--- src/rtl/gate_pkg.sv ---
// Shared types for the gate array datapath: op encoding and its width.
package gate_pkg;

    localparam int unsigned GATE_OP_W = 3;

    typedef enum logic [GATE_OP_W-1:0] {
        GATE_AND   = 3'd0,
        GATE_OR    = 3'd1,
        GATE_XOR   = 3'd2,
        GATE_NAND  = 3'd3,
        GATE_NOR   = 3'd4,
        GATE_XNOR  = 3'd5,
        GATE_ANDN  = 3'd6,
        GATE_PASSB = 3'd7
    } gate_op_t;

endpackage

--- src/rtl/gate_array_pipe_if.sv ---
// Producer/consumer handshake bundle for gate_array_pipe.
// out_parity exists only when GATE_ARRAY_PIPE_PARITY_EN is defined.
interface gate_array_pipe_if
    import gate_pkg::*;
#(
    parameter int unsigned WIDTH = 8
) ();

    logic                 in_valid;
    logic                 in_ready;
    logic [GATE_OP_W-1:0] in_op;
    logic                 in_acc;
    logic [WIDTH-1:0]     in_a;
    logic [WIDTH-1:0]     in_b;
    logic                 out_valid;
    logic                 out_ready;
    logic [WIDTH-1:0]     out_data;
    logic [GATE_OP_W-1:0] out_op;
`ifdef GATE_ARRAY_PIPE_PARITY_EN
    logic                 out_parity;
`endif

    // Block side: consumes input beats, produces results
    modport slave (
        input  in_valid, in_op, in_acc, in_a, in_b, out_ready,
`ifdef GATE_ARRAY_PIPE_PARITY_EN
        output out_parity,
`endif
        output in_ready, out_valid, out_data, out_op
    );

    // Environment side: producer and consumer of the block
    modport master (
        output in_valid, in_op, in_acc, in_a, in_b, out_ready,
`ifdef GATE_ARRAY_PIPE_PARITY_EN
        input  out_parity,
`endif
        input  in_ready, out_valid, out_data, out_op
    );

endinterface

--- src/rtl/gate_op_unit.sv ---
// Combinational WIDTH-bit bitwise gate selected by a gate_op_t.
module gate_op_unit
    import gate_pkg::*;
#(
    parameter int unsigned WIDTH = 8
) (
    input  gate_op_t         i_op,
    input  logic [WIDTH-1:0] i_a,
    input  logic [WIDTH-1:0] i_b,
    output logic [WIDTH-1:0] o_result_c
);

    always_comb begin
        o_result_c = '0;
        case (i_op)
            GATE_AND:   o_result_c = i_a & i_b;
            GATE_OR:    o_result_c = i_a | i_b;
            GATE_XOR:   o_result_c = i_a ^ i_b;
            GATE_NAND:  o_result_c = ~(i_a & i_b);
            GATE_NOR:   o_result_c = ~(i_a | i_b);
            GATE_XNOR:  o_result_c = ~(i_a ^ i_b);
            GATE_ANDN:  o_result_c = i_a & ~i_b;
            GATE_PASSB: o_result_c = i_b;
            default:    o_result_c = '0;
        endcase
    end

endmodule

--- src/rtl/gate_array_pipe.sv ---
// Two-stage valid/ready bitwise gate pipeline with a running accumulator.
// Define GATE_ARRAY_PIPE_PARITY_EN to add the registered out_parity output.
module gate_array_pipe
    import gate_pkg::*;
#(
    parameter int unsigned WIDTH = 8
) (
    input  logic               clk,
    input  logic               rst_n,
    gate_array_pipe_if.slave   bus
);

    logic                 r_s1_valid;
    gate_op_t             r_s1_op;
    logic                 r_s1_acc;
    logic [WIDTH-1:0]     r_s1_a;
    logic [WIDTH-1:0]     r_s1_b;

    logic                 r_out_valid;
    logic [WIDTH-1:0]     r_out_data;
    logic [GATE_OP_W-1:0] r_out_op;
    logic [WIDTH-1:0]     r_acc;

    logic                 w_s2_load;
    logic                 w_in_ready;
    logic                 w_accept;
    logic [WIDTH-1:0]     w_op_a;
    logic [WIDTH-1:0]     w_result;

    // Stage 2 advances when s1 holds a beat and the output slot is free or draining
    assign w_s2_load  = r_s1_valid && (!r_out_valid || bus.out_ready);
    assign w_in_ready = !r_s1_valid || w_s2_load;
    assign w_accept   = bus.in_valid && w_in_ready;
    assign w_op_a     = r_s1_acc ? r_acc : r_s1_a;

    gate_op_unit #(
        .WIDTH      (WIDTH)
    ) u_gate_op_unit (
        .i_op       (r_s1_op),
        .i_a        (w_op_a),
        .i_b        (r_s1_b),
        .o_result_c (w_result)
    );

    // Stage 1: capture the accepted beat
    always_ff @(posedge clk or negedge rst_n) begin
        if (!rst_n) begin
            r_s1_valid <= 1'b0;
            r_s1_op    <= GATE_AND;
            r_s1_acc   <= 1'b0;
            r_s1_a     <= '0;
            r_s1_b     <= '0;
        end else if (w_accept) begin
            r_s1_valid <= 1'b1;
            r_s1_op    <= gate_op_t'(bus.in_op);
            r_s1_acc   <= bus.in_acc;
            r_s1_a     <= bus.in_a;
            r_s1_b     <= bus.in_b;
        end else if (w_s2_load) begin
            r_s1_valid <= 1'b0;
        end
    end

    // Stage 2: compute, update ACC and the output register in the same edge
    always_ff @(posedge clk or negedge rst_n) begin
        if (!rst_n) begin
            r_out_valid <= 1'b0;
            r_out_data  <= '0;
            r_out_op    <= '0;
            r_acc       <= '0;
        end else if (w_s2_load) begin
            r_out_valid <= 1'b1;
            r_out_data  <= w_result;
            r_out_op    <= GATE_OP_W'(r_s1_op);
            r_acc       <= w_result;
        end else if (bus.out_ready) begin
            r_out_valid <= 1'b0;
        end
    end

`ifdef GATE_ARRAY_PIPE_PARITY_EN
    logic r_out_parity;

    always_ff @(posedge clk or negedge rst_n) begin
        if (!rst_n) begin
            r_out_parity <= 1'b0;
        end else if (w_s2_load) begin
            r_out_parity <= ^w_result;
        end
    end

    assign bus.out_parity = r_out_parity;
`endif

    assign bus.in_ready  = w_in_ready;
    assign bus.out_valid = r_out_valid;
    assign bus.out_data  = r_out_data;
    assign bus.out_op    = r_out_op;

endmodule

--- src/flat_wrapper.sv ---
// flat-port wrapper written by rule: the top's interface ports become plain ports
module gate_array_pipe_flat import gate_pkg::*;
#(
    parameter int unsigned WIDTH = 8
)
  (clk, rst_n, bus_in_valid, bus_in_op, bus_in_acc, bus_in_a, bus_in_b, bus_out_ready, bus_in_ready, bus_out_valid, bus_out_data, bus_out_op);
  gate_array_pipe_if #(.WIDTH(WIDTH)) bus_i ();
  input  logic clk;
  input  logic rst_n;
  input wire logic [$bits(bus_i.in_valid)-1:0] bus_in_valid;
  input wire logic [$bits(bus_i.in_op)-1:0] bus_in_op;
  input wire logic [$bits(bus_i.in_acc)-1:0] bus_in_acc;
  input wire logic [$bits(bus_i.in_a)-1:0] bus_in_a;
  input wire logic [$bits(bus_i.in_b)-1:0] bus_in_b;
  input wire logic [$bits(bus_i.out_ready)-1:0] bus_out_ready;
  output wire logic [$bits(bus_i.in_ready)-1:0] bus_in_ready;
  output wire logic [$bits(bus_i.out_valid)-1:0] bus_out_valid;
  output wire logic [$bits(bus_i.out_data)-1:0] bus_out_data;
  output wire logic [$bits(bus_i.out_op)-1:0] bus_out_op;
  assign bus_i.in_valid = bus_in_valid;
  assign bus_i.in_op = bus_in_op;
  assign bus_i.in_acc = bus_in_acc;
  assign bus_i.in_a = bus_in_a;
  assign bus_i.in_b = bus_in_b;
  assign bus_i.out_ready = bus_out_ready;
  assign bus_in_ready = bus_i.in_ready;
  assign bus_out_valid = bus_i.out_valid;
  assign bus_out_data = bus_i.out_data;
  assign bus_out_op = bus_i.out_op;
  gate_array_pipe #(.WIDTH(WIDTH)) u_core (.clk(clk), .rst_n(rst_n), .bus(bus_i));
endmodule
--- config.mk ---
export PLATFORM = sky130hd
export DESIGN_NAME = gate_array_pipe_flat
export DESIGN_NICKNAME = d
export VERILOG_FILES = /design/src/rtl/gate_pkg.sv /design/src/rtl/gate_array_pipe_if.sv /design/src/rtl/gate_op_unit.sv /design/src/rtl/gate_array_pipe.sv /design/src/flat_wrapper.sv
export SDC_FILE = /design/constraint.sdc
export NUM_CORES = 1
export LEC_CHECK = 0
export CAP_MARGIN = 20
export CORE_ASPECT_RATIO = 2
export CORE_MARGIN = 2
export CORE_UTILIZATION = 48
export CTS_CLUSTER_SIZE = 40
export DETAILED_ROUTE_END_ITERATION = 7
export PLACE_DENSITY = 0.75
export SETUP_SLACK_MARGIN = 0.02
export SKIP_CTS_REPAIR_TIMING = 1
export SYNTH_ARGS = -nofsm -noshare
export SYNTH_HDL_FRONTEND = slang
export SYNTH_SLANG_ARGS = --single-unit
--- constraint.sdc ---
create_clock -name clk -period 1.85 [get_ports clk]
set_input_delay 0.4625 -clock clk [delete_from_list [all_inputs] [get_ports clk]]
set_output_delay 0.4625 -clock clk [all_outputs]
set_load 0.03 [all_outputs]
==> impl_metrics.py, run 1 <==
metrics = {
    "global_route": {
        "grt_pass1_wl_microns": 7280,
        "grt-ovfl-total": 0,
        "antenna_found_initial": 0,
        "grt_pass1_vias": 1691,
        "grt_util_all_layers_pct": 18.6,
        "grt_max_degree": 34,
    },
    "yosys": {
        "synth.distinct_cells": 32,
        "synth_edf_count": 0,
        "syn_area_sq_um": 2240,
        "ys_seq_elements": 33,
        "synthCells": 208,
        "synthArstFlopShare_pct": 100,
        "yosysTopAreaCell": "dfrtp_1",
        "synth_fp_nets": 256,
        "synth_top_area_share_pct": 36.8,
        "synthTopCellsByArea": "dfrtp_1 (37%), ha_1 (13%), mux2_2 (12%)",
        "ys_warn_count": 0,
        "yosysSeqAreaShare_pct": 36.8,
        "synth_area_per_cell_sq_um": 10.8,
        "synth_flop_cell": "dfrtp_1",
    },
    "timing": {
        "max-slew-margin-rel_pct": 70.8,
        "finalClockSkew_ns": 0.00613,
        "max_freq_ghz": 0.520,
        "timing.final.crit_share_pct": 104,
        "period_minus_slack_ns": 1.92,
        "setup_viol": 5,
        "hold_violations": 0,
        "fin_setup_tns_ns": -0.106,
        "rsz0062_at_grt": "yes",
        "tightestPinTransition_ns": 0.438,
        "drv_slew": 0,
        "setup_ws_ns": -0.0722,
    },
    "critical_path": {
        "criticalPathCategory": "flop to flop",
        "crit_path_end_kind": "flop",
        "crit_fanout": 5,
        "r2r_cells": 7,
        "start_kind": "flop",
        "arrival_ns": 2.10,
        "critPathRequiredTime_ns": 2.02,
    },
    "run_status": {
        "status": "finished, violations left",
        "violations": "negative setup slack",
    },
    "drt": {
        "viasPerCell": 5.45,
        "dr_total_vias": 1701,
        "route.met3.wl_microns": 120,
        "wl_microns": 4810,
        "met1_length_microns": 1780,
        "drc": 0,
        "dr.max_layer_used": "met4",
        "wl_met2_microns": 2700,
        "wl_per_cell_microns": 15.4,
        "drt_iter0_drc": 37,
        "ant_nets": 0,
        "dr.pass1.iters": 5,
    },
    "floorplanning": {
        "start_util_pct": 49.3,
        "dieArea_sq_um": 5270,
        "ios": 37,
        "die_w_microns": 52.4,
        "rows": 35,
        "core_area_sq_um": 4550,
        "die_y_microns": 101,
    },
    "clocking": {
        "cts_buffers": 5,
        "cts_max_path_buffers": 2,
        "htree_levels": 2,
        "clkSinkCount": 33,
        "clock_latency_ns": 0.29,
        "clkTransAtPathRegs_ns": 0.07,
        "root_buffer": "clkbuf_8",
        "cts_tree": "done",
    },
    "pwr": {
        "pwr-share-clk_pct": 17.9,
        "power.share.switching_pct": 38.1,
        "finalPower_w": 0.00339,
        "p_leak_nw": 1.44,
        "p_per_area_nw_per_um2": 1090,
        "p_int_w": 0.00210,
        "p_switching_w": 0.00129,
        "peakVddDrop_v": 0.000798,
        "comb_power_share_pct": 50.7,
        "seq_power_share_pct": 31.4,
    },
    "layout": {
        "area_growth_syn_to_layout_pct": 39.0,
        "nNetsFinal": 304,
        "drive_above_1_share_pct": 37.0,
        "diodes": 0,
        "n_fill_cell": 343,
    },
    "job": {
        "cap_violations": 0,
    },
    "place": {
        "gp_congestion": 0.792,
        "io_buffers": 36,
        "hpwl_microns": 3300,
    },
    "min_path": {
        "min_path_cells": 1,
        "hp-class": "flop to flop",
    },
}
==> path summary, 6_finish.rpt <==
check	from	endpoint	slack, ns
worst min-delay path	u_core.r_s1_valid	u_core.bus.out_valid	0.50
worst max-delay path	u_core.r_s1_acc	u_core.bus.out_data[2]	-0.07
worst min register to register	u_core.r_s1_valid	u_core.bus.out_valid	0.50
min in group asynchronous	rst_n	u_core.r_s1_b[1]	0.58
worst max register to register	u_core.r_s1_acc	u_core.bus.out_data[2]	-0.07
max in group asynchronous	rst_n	u_core.r_s1_a[7]	0.95
==> cells in the mapped netlist, types with 5 or more instances <==
master / count
nand2_1: 21
mux2_2: 23
mux2i_1: 18
nand2b_1: 5
mux4_2: 6
buf_2: 5
nor2_1: 5
dfrtp_1: 33
o21ai_0: 8
ha_1: 24
inv_1: 23
==> layout by cell type (no fill, tap or decap), types with 3 or more instances in the layout <==
| master | instances |
|---|---|
| mux2_2 | 23 |
| inv_2 | 7 |
| inv_1 | 16 |
| nand2_1 | 19 |
| clkbuf_8 | 7 |
| o31ai_1 | 3 |
| ha_4 | 9 |
| o21ai_1 | 8 |
| a211oi_1 | 3 |
| nor2_1 | 5 |
| mux4_2 | 6 |
| ha_2 | 4 |
| buf_4 | 15 |
| mux2i_4 | 7 |
| dfrtp_1 | 33 |
| ha_1 | 11 |
| clkdlybuf4s50_1 | 27 |
| buf_6 | 3 |
| dlymetal6s2s_1 | 8 |
| nand2b_1 | 4 |
| mux2i_1 | 10 |
==> cells by family (layout without fill, tap and decap cells) <==
logic type | Yosys count | after routing | share of synthesized area [%]
flip-flops | 33 | 33 | 36.8
adder cells (fa/ha/maj) | 24 | 24 | 13.4
multiplexers | 47 | 47 | 25.6
AND/OR/NAND/NOR | 39 | 39 | 7.97
AO/OA/AOI/OAI | 29 | 29 | 8.42
buffers and inverters | 36 | 85 | 7.86
==> critical path: stages, from the launching register on <==
cell and delay (ns):
dfrtp_1 0.40, buf_6 0.16, mux2i_4 0.19, ha_1 0.29
inv_2 0.04, mux4_2 0.46, a22oi_2 0.17, o31ai_1 0.10
==> area by class of cell <==
class                   instances  area, sq um  share of cell area (%)
clock buffers                   7         96.3                    3.09
clock inverters                 1         5.00                   0.160
inverters                      23         86.3                    2.77
multi-input cells             139         1500                    48.1
flip-flops and latches         33          826                    26.5
well taps                      55         68.8                    2.21
repair buffers                 54          537                    17.2
==> per-stage QoR <==
stage               setup WS (ns)  instances  hold slack (ns)  utilization (%)  cell area, sq um
floorplan                  0.0648        208            0.167                -              2250
global placement           0.0181        301            0.483             59.4              2710
detailed placement        -0.0323        301            0.482             59.4              2710
CTS                       -0.0448        309            0.503             61.6              2810
global route              -0.0974        312            0.536             68.5              3120
finish                    -0.0722        312            0.496             68.5              3120
==> registers in the layout, indices dropped and copies added (netlist names) <==
name                  count
u_core.r_s1_acc           1
u_core.r_s1_op            3
u_core.bus.out_op         3
u_core.r_s1_b             8
u_core.r_s1_a             8
u_core.bus.out_valid      1
u_core.bus.out_data       8
u_core.r_s1_valid         1
==> power groups by stage <==
stage          Combinational (W)  Sequential [W]  Clock, W
6_report                 0.00172         0.00106  0.000607
5_1_grt                  0.00187         0.00109  0.000661
4_1_cts                  0.00142         0.00102  0.000621
3_5_place_dp             0.00141         0.00103         0
3_3_place_gp             0.00136         0.00103         0
2_1_floorplan           0.000813         0.00116         0
==> layer usage <==
metal  up-vias  global-route usage [%]
li1        812                       -
met1       836                    20.8
met2        34                    31.6
met3        19                    3.12
met4         0                    11.4
met5         -                       0
Note: power is estimated with default switching activity, not from simulation.
==> run 2: changes to the inputs <==
--- a/config.mk
+++ b/config.mk
@@ -6,7 +6,7 @@
 export NUM_CORES = 1
 export LEC_CHECK = 0
 export CAP_MARGIN = 20
-export CORE_ASPECT_RATIO = 2
+export CORE_ASPECT_RATIO = 0.5
 export CORE_MARGIN = 2
 export CORE_UTILIZATION = 48
 export CTS_CLUSTER_SIZE = 40
==> impl_metrics.py, run 2 (synthesis results as in run 1) <==
metrics = {
    "run_status": {
        "status": "finished, violations left",
        "violations": "negative setup slack",
    },
    "place": {
        "place_ws_ns": -0.0957,
        "gp_congestion": 0.803,
        "hpwl_microns": 3360,
        "io_buffers": 36,
    },
    "drt": {
        "viasPerCell": 5.42,
        "dr.pass1.iters": 4,
        "wl_microns": 5010,
        "wl_per_cell_microns": 16.0,
        "ant_nets": 0,
        "drc": 0,
        "drt_iter0_drc": 80,
        "dr_total_vias": 1702,
    },
    "clocking": {
        "clkTransAtPathRegs_ns": 0.07,
        "cts_tree": "done",
        "root_buffer": "clkbuf_8",
        "clock_latency_ns": 0.28,
        "htree_levels": 2,
        "cts_max_path_buffers": 2,
        "clkSinkCount": 33,
        "cts_buffers": 5,
    },
    "critical_path": {
        "crit_chain": "buf_12, mux2i_4, ha_1, inv_2, mux4_2, a22oi_2, o31ai_1",
        "r2r_slack_ns": -0.12,
        "max_stage_delay_ns": 0.45,
        "criticalPathCategory": "flop to flop",
        "crit_buf_inv": 2,
        "r2r_cells": 7,
        "crit_fanout": 7,
        "r2r-start": "u_core.r_s1_acc",
        "critPathRequiredTime_ns": 2.02,
        "start_kind": "flop",
        "r2r_end": "u_core.bus.out_data[3]",
        "slowest_stage": "mux4_2",
        "crit_path_end_kind": "flop",
        "arrival_ns": 2.14,
        "crit_family": "multiplexers",
    },
    "floorplanning": {
        "die_w_microns": 101,
        "start_util_pct": 50.5,
        "core_area_sq_um": 4450,
        "die_y_microns": 52.4,
        "rows": 17,
        "ios": 37,
        "dieArea_sq_um": 5270,
    },
    "pwr": {
        "p_per_area_nw_per_um2": 1120,
        "peakVddDrop_v": 0.000616,
        "p_leak_nw": 1.45,
    },
    "layout": {
        "mostFrequentLayoutCell": "dfrtp_1",
        "diodes": 0,
        "area_growth_syn_to_layout_pct": 39.5,
        "nNetsFinal": 304,
        "mostFrequentLayoutCells": "dfrtp_1 (33), clkdlybuf4s50_1 (27), mux2_2 (23)",
        "drive_above_1_share_pct": 35.4,
    },
    "global_route": {
        "grt_pass1_wl_microns": 7270,
        "grt-ovfl-total": 0,
        "grt_max_degree": 38,
        "grt_util_all_layers_pct": 18.0,
        "antenna_found_initial": 0,
        "grt_pass1_vias": 1640,
    },
    "timing": {
        "setup_viol": 7,
        "setup_ws_ns": -0.120,
        "rsz0062_at_grt": "yes",
        "tightestPinTransition_ns": 0.594,
        "finalClockSkew_ns": 0.00831,
        "hold_violations": 0,
        "timing.final.crit_share_pct": 106,
        "drv_slew": 0,
        "max-slew-margin-rel_pct": 60.4,
        "hold_ws_ns": 0.494,
        "period_minus_slack_ns": 1.97,
        "max_freq_ghz": 0.508,
    },
    "min_path": {
        "hold_end": "u_core.bus.out_valid",
        "hp-start": "u_core.r_s1_valid",
        "min_path_cells": 1,
        "hp-class": "flop to flop",
    },
    "job": {
        "cap_violations": 0,
    },
}
[run 2: metal layers]
metal  vias up  wire, microns  track usage (%)
met5         -              0                0
met4         0              9             5.48
met3         2            189             5.07
met2        34           2550             30.7
met1       859           2260             22.7
li1        807              -                -
[run 2: final cells by class]
type	count	area [sq um]
timing repair buffer	54	562
sequential	33	826
fill	295	1320
inverter	23	86.3
clock inverter	1	30.0
clock buffer	7	86.3
multi-input combinational	139	1470
tap	57	71.3
[run 2: metrics by stage]
stage	setup TNS, ns	total power (W)	utilization, %	cells	area (sq um)
after floorplan	0	0.00197	-	208	2250
after global placement	-0.233	0.00239	61.4	304	2730
after detailed placement	-0.431	0.00247	61.4	304	2730
after CTS	-0.585	0.00318	64.0	312	2850
after global routing	-1.19	0.00373	70.4	314	3130
final	-0.620	0.00352	70.4	314	3130
[run 2: worst max path at each step]
stage                         start                      to  slack, ns  cells after the start
global route        u_core.r_s1_acc  u_core.bus.out_data[5]      -0.19                      7
global placement    u_core.r_s1_acc  u_core.bus.out_data[3]       -0.1                      7
finish              u_core.r_s1_acc  u_core.bus.out_data[3]      -0.12                      7
floorplan           u_core.r_s1_acc  u_core.bus.out_data[3]       0.06                      7
CTS                 u_core.r_s1_acc  u_core.bus.out_data[1]      -0.13                      7
detailed placement  u_core.r_s1_acc  u_core.bus.out_data[1]       -0.1                      7
[run 2: power breakdown]
part | switching, W | internal, W | leakage (nW)
Combinational | 0.000847 | 0.000899 | 1.00
Clock | 0.000271 | 0.000439 | 0.0585
Sequential | 0.000189 | 0.000876 | 0.388
Total | 0.00131 | 0.00221 | 1.45
[run 2: worst reg2reg max path: cells and delay by family (launching register included)]
kind	cells	cell delay (ns)
AOI/OAI and AO/OA	2	0.23
buffers and inverters	2	0.23
muxes	2	0.65
DFF	1	0.44
adders and majority gates	1	0.32
